===== src/rtl/seg_scan.sv =====
// rtl/seg_scan.sv - time-multiplexed seven-segment scan driver with frame shadow
//
// Purpose:
//   Scans DIGITS active-low segment codes onto one shared segment bus plus
//   per-digit anode enables. Each digit gets a BLANK gap (all anodes off,
//   bus 8'hFF) followed by a SHOW period. All codes are snapshotted into a
//   shadow register once per frame, as digit 0 enters SHOW. This prevents
//   the display from tearing.
//
// Optional feature:
//   SEG_SCAN_DIM_EN - when defined, adds a 4-bit brightness input and a
//   PWM gate on the anode during SHOW. When undefined, SHOW is always full-on.
//
// Ports:
//   clk          in   clock
//   rst          in   synchronous, active-high reset
//   segs_in      in   [DIGITS-1:0][7:0] active-low segment codes, index 0 = rightmost
//   brightness   in   [3:0] duty level 0..15 (SEG_SCAN_DIM_EN only)
//   seg_out      out  [7:0] shared segment bus, active-low, 8'hFF = all off
//   an_out       out  [DIGITS-1:0] anode enables, polarity set by ACTIVE_LOW_AN
//   frame_start  out  one-cycle pulse on the first SHOW cycle of digit 0

module seg_scan #(
  parameter int DIGITS        = 8,
  parameter int DWELL_CYCLES  = 50000,
  parameter int BLANK_CYCLES  = 16,
  parameter bit ACTIVE_LOW_AN = 1'b1
) (
  input  logic                   clk,
  input  logic                   rst,
  input  logic [DIGITS-1:0][7:0] segs_in,
`ifdef SEG_SCAN_DIM_EN
  input  logic [3:0]             brightness,
`endif
  output logic [7:0]             seg_out,
  output logic [DIGITS-1:0]      an_out,
  output logic                   frame_start
);

  // One shared phase counter serves both states, so it is sized for the
  // longer of the two periods.
  localparam int CNT_MAX = (DWELL_CYCLES > BLANK_CYCLES) ? DWELL_CYCLES : BLANK_CYCLES;
  localparam int CNT_W   = (CNT_MAX > 1) ? $clog2(CNT_MAX) : 1;
  localparam int IDX_W   = (DIGITS > 1) ? $clog2(DIGITS) : 1;

  localparam logic [CNT_W-1:0]  BLANK_LAST = CNT_W'(BLANK_CYCLES - 1);
  localparam logic [CNT_W-1:0]  DWELL_LAST = CNT_W'(DWELL_CYCLES - 1);
  localparam logic [IDX_W-1:0]  IDX_LAST   = IDX_W'(DIGITS - 1);
  localparam logic [DIGITS-1:0] AN_OFF     = ACTIVE_LOW_AN ? {DIGITS{1'b1}} : {DIGITS{1'b0}};

  typedef enum logic {
    ST_BLANK = 1'b0,
    ST_SHOW  = 1'b1
  } state_e;

  state_e                   state_q, state_d;
  logic [CNT_W-1:0]         cnt_q, cnt_d;
  logic [IDX_W-1:0]         idx_q, idx_d;
  logic [DIGITS-1:0][7:0]   shadow_q, shadow_d;
  logic [7:0]               seg_out_q, seg_out_d;
  logic [DIGITS-1:0]        an_out_q, an_out_d;
  logic                     frame_start_q, frame_start_d;
  logic                     snap;
  logic                     lit_d;
  logic [DIGITS-1:0]        an_hot;

`ifdef SEG_SCAN_DIM_EN
  logic [3:0]               pwm_q, pwm_d;
  logic [3:0]               bri_q, bri_d;
`endif

  // State register and output flops.
  always_ff @(posedge clk) begin
    if (rst) begin
      state_q       <= ST_BLANK;
      cnt_q         <= '0;
      idx_q         <= '0;
      shadow_q      <= {DIGITS{8'hFF}};
      seg_out_q     <= 8'hFF;
      an_out_q      <= AN_OFF;
      frame_start_q <= 1'b0;
`ifdef SEG_SCAN_DIM_EN
      pwm_q         <= 4'h0;
      bri_q         <= 4'hF;
`endif
    end else begin
      state_q       <= state_d;
      cnt_q         <= cnt_d;
      idx_q         <= idx_d;
      shadow_q      <= shadow_d;
      seg_out_q     <= seg_out_d;
      an_out_q      <= an_out_d;
      frame_start_q <= frame_start_d;
`ifdef SEG_SCAN_DIM_EN
      pwm_q         <= pwm_d;
      bri_q         <= bri_d;
`endif
    end
  end

  // Next-state and registered-output logic. The output flops are loaded
  // from the *next* state, so the bus and anodes line up with the state
  // register in the same cycle. The outputs still come only from flops.
  always_comb begin
    state_d  = state_q;
    cnt_d    = cnt_q + 1'b1;
    idx_d    = idx_q;
    shadow_d = shadow_q;
    snap     = 1'b0;

    case (state_q)
      ST_BLANK: begin
        if (cnt_q == BLANK_LAST) begin
          state_d = ST_SHOW;
          cnt_d   = '0;
          // Leaving the gap in front of digit 0 marks a new frame.
          snap    = (idx_q == '0);
        end
      end
      ST_SHOW: begin
        if (cnt_q == DWELL_LAST) begin
          state_d = ST_BLANK;
          cnt_d   = '0;
          idx_d   = (idx_q == IDX_LAST) ? '0 : idx_q + 1'b1;
        end
      end
      default: begin
        state_d = ST_BLANK;
        cnt_d   = '0;
        idx_d   = '0;
      end
    endcase

    if (snap) begin
      shadow_d = segs_in;
    end

`ifdef SEG_SCAN_DIM_EN
    bri_d = bri_q;
    if (snap) begin
      bri_d = brightness;
    end
    // The PWM counter restarts on every BLANK->SHOW entry, so each digit
    // sees the same duty pattern from the start of its dwell.
    pwm_d = pwm_q;
    if (state_d == ST_SHOW) begin
      pwm_d = (state_q == ST_BLANK) ? 4'h0 : pwm_q + 4'h1;
    end
    lit_d = (state_d == ST_SHOW) && ((bri_d == 4'hF) || (pwm_d < bri_d));
`else
    lit_d = (state_d == ST_SHOW);
`endif

    an_hot        = lit_d ? ({{(DIGITS-1){1'b0}}, 1'b1} << idx_d) : '0;
    an_out_d      = ACTIVE_LOW_AN ? ~an_hot : an_hot;
    seg_out_d     = lit_d ? shadow_d[idx_d] : 8'hFF;
    frame_start_d = snap;
  end

  assign seg_out     = seg_out_q;
  assign an_out      = an_out_q;
  assign frame_start = frame_start_q;

endmodule


===== config.mk =====
export PLATFORM = sky130hd
export DESIGN_NAME = seg_scan
export DESIGN_NICKNAME = d
export VERILOG_FILES = /design/src/rtl/seg_scan.sv
export SDC_FILE = /design/constraint.sdc
export NUM_CORES = 1
export LEC_CHECK = 0
export ABC_AREA = 1
export ABC_CLOCK_PERIOD_IN_PS = 4400
export BUFFER_PORTS_ARGS = -buffer_cell sky130_fd_sc_hd__buf_2
export CAP_MARGIN = 20
export CORE_MARGIN = 5
export CORE_UTILIZATION = 45
export CTS_BUF_LIST = sky130_fd_sc_hd__clkbuf_4 sky130_fd_sc_hd__clkbuf_8
export CTS_CLUSTER_DIAMETER = 80
export CTS_CLUSTER_SIZE = 14
export DETAILED_ROUTE_END_ITERATION = 8
export GPL_TIMING_DRIVEN = 0
export MAX_ROUTING_LAYER = met4
export PLACE_DENSITY = 0.63
export SETUP_SLACK_MARGIN = 0.02
export SKIP_CTS_REPAIR_TIMING = 1
export SYNTH_ARGS = -nofsm -noshare
export SYNTH_HDL_FRONTEND = slang
export SYNTH_SLANG_ARGS = --single-unit
export TNS_END_PERCENT = 5

===== constraint.sdc =====
create_clock -name clk -period 4.4 [get_ports clk]
set_input_delay 0.44 -clock clk [delete_from_list [all_inputs] [get_ports clk]]
set_output_delay 0.44 -clock clk [all_outputs]
set_load 0.05 [all_outputs]

* Yosys cells after proc, flatten, opt, wreduce, memory -nomap -nowiden *
Cells that the tools add are included.
W data, S select, Z words.

operators by class
  add/sub/neg operators = 2
  order comparisons = 1
  equal/unequal tests = 3
  shift operators = 1
  muxes and demuxes = 15
  bitwise operators = 3
  reductions and logical operators = 2

operators with widths
  kind                     number
  $mux W64                 1
  $mux W16                 2
  $pmux W16 S2             1
  $bmux W8 S3              1
  $add A16 B1 Y16 const B  1
  $eq A16 B16 Y1 const B   1
  $eq A16 B4 Y1 const B    1
  $mux W8                  2
  $mux W3                  3
  $not A8 Y8               1
  $shl A1 B3 Y8 const A    1
  $lt A3 B4 Y1 const B     1
  $mux W1                  4
  $add A3 B1 Y3 const B    1
  $eq A3 B3 Y1 const B     1
  $logic_not A3 Y1         1
  $not A1 Y1               2
  $pmux W1 S2              1
  $reduce_or A2 Y1         1

storage, ports and cells
  flip-flop bits (word level) = 101
  input port bits = 66
  output and inout port bits = 17
  word-level logic and storage cells = 41

* Depth between registers and ports, before layout *
  depth in word-level cells = 7
  gate-level depth with buffers = 14
  depth with buffers taken out = 13

* Worst setup path after synthesis *
No wires, ideal clock.

  kind = flip-flop to flip-flop
  start point = register cnt_q[0]
  end point = register seg_out_q[6], in the netlist seg_out[6]
  library setup time = 0.113 ns
  arrival = 1.717 ns
  required time = 4.287 ns
  path slack = 2.571 ns
  cell stages (with the launch flop) = 11
  path buffers = 2
  period minus slack after synthesis = 1.829 ns
  cells stage by stage = dfxtp_1 > ha_1 > nand3_4 > nor2_4 > nand3_2 > buf_6 > buf_2 > o21ai_0 > o21ai_1 > nor2_1 > nor2_1

between the ends
  word-level cells in the longest chain between the ends = 6
  elaborated cells on any way between the ends = 14
  classes of those cells = eq/ne: 2; mux: 10; bitwise: 1; reduce/logical: 1

RTL lines
  what                           line  source
  from (decl)                    57    logic [CNT_W-1:0] cnt_q, cnt_d;
  from (signal assigned)         88    cnt_q <= cnt_d;
  $eq A16 B4 Y1                  113   if (cnt_q == BLANK_LAST) begin
  $mux W1                        113
  $mux W1                        111   case (state_q)
  $mux W64                       134   if (snap) begin
  $bmux W8 S3                    156   seg_out_d = lit_d ? shadow_d[idx_d] : 8'hFF;
  $mux W8 (implied by the code)  156
  to (signal assigned)           91    seg_out_q <= seg_out_d;
  to (decl)                      60    logic [7:0] seg_out_q, seg_out_d;

Parallel ways exist; a longest one is shown, timed or not. The select of a mux whose other input is x is not followed.
A chain may end at the register's enable or synchronous reset.

* Final worst setup path *
Ends and elaborated chain as after synthesis.

==> metrics.txt <==
Cell Area, Synth 0.00498 mm2; GRT Util Overall 21.4%; Clock Skews 0.00852 ns; sequential share of the synthesized area 40.6%; FMAX 450 MHz; drt first-iter violations 375; most used cell, CP nor2_1; # IOs 83; dominant cell type by area after synthesis dfxtp_1; Pwr Total 1.60 mW; Worst EP required 4.68 ns; I/O Buffers 82; YS warnings 0; area overhead of the layout relative to synthesis 15.9%; Die Y 115 um; endpoints failing setup 0; Die X 115 um; Avg Cell Area, Syn 6.85 um2; Clk pin slew, worst setup/hold paths 0.11 ns; Synth cell types 37; internal reg-to-reg setup slack 2.18 ns; Post-synth top cells nand2_1, inv_1, dfxtp_1; Max stage delay on crit path 0.36 ns; row cnt 38; Detail Route Antenna Nets 0; Worst Path Class, Setup reg -> reg; Max VDD drop 0.143 mV; Worst Hold Depth 3; Worst R2R Path Depth 11; total iterations of the first detailed-routing run 6; first-pass GRT wire length 21500 um; CP Capture Type flop; CP Max Fanout 10; CTS Buffer Depth 2; top cell type's share of synthesized area 40.6%; Starting Density 46.0%; Relative slew margins 52.7%; arrival time at the worst endpoint 2.50 ns; antenna violations before repair 0; fin crit period 2.22 ns; Fill cells 1103; Vias/cell 4.81; RSZ-0062 raised after global routing no; share of cells above drive strength 1 17.8%; CTS tree done; Pleak 3.06 nW; slowest CP cell dfxtp_1; Max Cap Viol 0; Cell Pwr Density 277 mW/mm2; Hold Path Origin segs_in[35]; worst-margin pin slew 0.710 ns; crit-path cells ha_1 > nand3_4 > nor2_4 > nand3_2 > buf_2 > o21ai_0 > inv_1 > nand2_1 > nand3_1 > nor2_1 > nor2_1; gr ovfl total 0; Num CTS Buffers 9; HP Class in -> reg; vias in the first global route 4319; GP Congestion 0.942; Hold Path Sink shadow_q[35]$_SDFF_PP1_; wire length after detailed routing 13500 um; Util after Layout 53.3%; outcome finished, final reports clean; asr flop ratio synth 0%; Worst-Skew Late Latency 0.38 ns; max-slew violations 0; Vias 4642; Final Hold Vio Count 0; Detailed Place HPWL 10100 um; FF+latch count, synth 101; synthesized net count 798; Cells after Synth 728; Final nets 891; R2R Path Start cnt_q[0]$_SDFF_PP0_; Core Area 0.0108 mm2; ys flop type dfxtp_1; root buffer cell clkbuf_8; Post-synth EDFFs 0; Worst R2R End seg_out[6]$_SDFF_PP1_; Sum Neg Setup Slack 0 ns; drt wl/cell 14.0 um; Die ar. 0.0133 mm2; CP Launch Type flop; # diodes 0; crit share post-route 50.5%; # DRC 0; clock sinks 101; most frequent cell after synthesis nand2_1; H-tree depth 3; Synth area leaders dfxtp_1, nand2_1, inv_1, nand4_1, nor2_1; largest net degree at the start of global routing 19
-- state kept, by name, indices dropped and copies added (netlist names) --
name / flops
seg_out: 8
frame_start: 1
cnt_q: 16
an_out: 8
state_q: 1
shadow_q: 64
idx_q: 3
-- layout by cell type (no fill, tap or decap), drive strengths merged, types with 2 or more instances in the layout --
cell / instances
nand2: 222
inv: 129
dfxtp: 101
buf: 98
nor2: 78
nand3: 44
o21ai: 43
nand4: 42
clkbuf: 22
or2: 13
nor3: 9
ha: 4
a21oi: 3
nor4: 3
xnor2: 3
o21bai: 2
xor2: 2
clkinvlp: 2
-- power by group --
group	internal (mW)	switching, mW	total, mW
clock	0.272	0.350	0.622
sequential	0.916	0.00176	0.918
combinational	0.0258	0.0328	0.0587
total	1.21	0.385	1.60
-- final cells by class --
cell class | count | area [um2] | share of cell area (%)
multi-input combinational | 472 | 2320 | 40.2
clock inverter | 7 | 82.6 | 1.43
clock buffer | 9 | 124 | 2.14
timing repair buffer | 82 | 410 | 7.11
buffer | 29 | 166 | 2.88
inverter | 126 | 473 | 8.19
sequential | 101 | 2020 | 35.0
tap | 140 | 175 | 3.03
-- kinds of logic after synthesis --
| logic type | share of synthesized area, % |
|---|---|
| AND/OR/NAND/NOR | 39.4 |
| XOR/XNOR | 0.879 |
| buffers and inverters | 12.8 |
| flip-flops | 40.6 |
| adder cells (fa/ha/maj) | 1.00 |
| AO/OA/AOI/OAI | 5.27 |
-- worst max-delay path by stage --
stage / from / endpoint / depth (start not counted)
after global placement: cnt_q[0]$_SDFF_PP0_ / seg_out[5]$_SDFF_PP1_ / 11
after global routing: idx_q[0]$_SDFF_PP0_ / seg_out[2]$_SDFF_PP1_ / 12
after CTS: cnt_q[0]$_SDFF_PP0_ / seg_out[2]$_SDFF_PP1_ / 11
after detailed placement: cnt_q[0]$_SDFF_PP0_ / seg_out[2]$_SDFF_PP1_ / 11
after floorplan: cnt_q[0]$_SDFF_PP0_ / seg_out[6]$_SDFF_PP1_ / 10
final: cnt_q[0]$_SDFF_PP0_ / seg_out[6]$_SDFF_PP1_ / 11
-- worst max-delay path, delay by kind of cell, from the launching register on --
kind,cells,cell delay (ns)
compound gates,1,0.27
fa+ha+maj,1,0.23
buf+inv,2,0.32
flops,1,0.36
simple gates,7,0.94
-- metal layers --
| metal | wire, um | part of all wire [%] | vias up | global-route usage [%] |
|---|---|---|---|---|
| li1 | - | - | 2440 | - |
| met1 | 6290 | 47 | 2072 | 28.3 |
| met2 | 6160 | 46 | 116 | 33.4 |
| met3 | 902 | 6.7 | 14 | 4.00 |
| met4 | 146 | 1.1 | 0 | 6.18 |
| met5 | 0 | 0 | - | - |
-- metrics by stage --
| step | worst slack (ns) | instance area (um2) | hold slack [ns] | instances |
|---|---|---|---|---|
| 3_5_place_dp | 2.17 | 5570 | 0.438 | 950 |
| 6_report | 2.18 | 5780 | 0.291 | 966 |
| 2_1_floorplan | 2.57 | 4980 | 0.413 | 728 |
| 4_1_cts | 2.16 | 5780 | 0.277 | 966 |
| 3_3_place_gp | 2.18 | 5570 | 0.428 | 950 |
| 5_1_grt | 1.92 | 5780 | 0.275 | 966 |
Note: power is estimated with default switching activity, not from simulation.
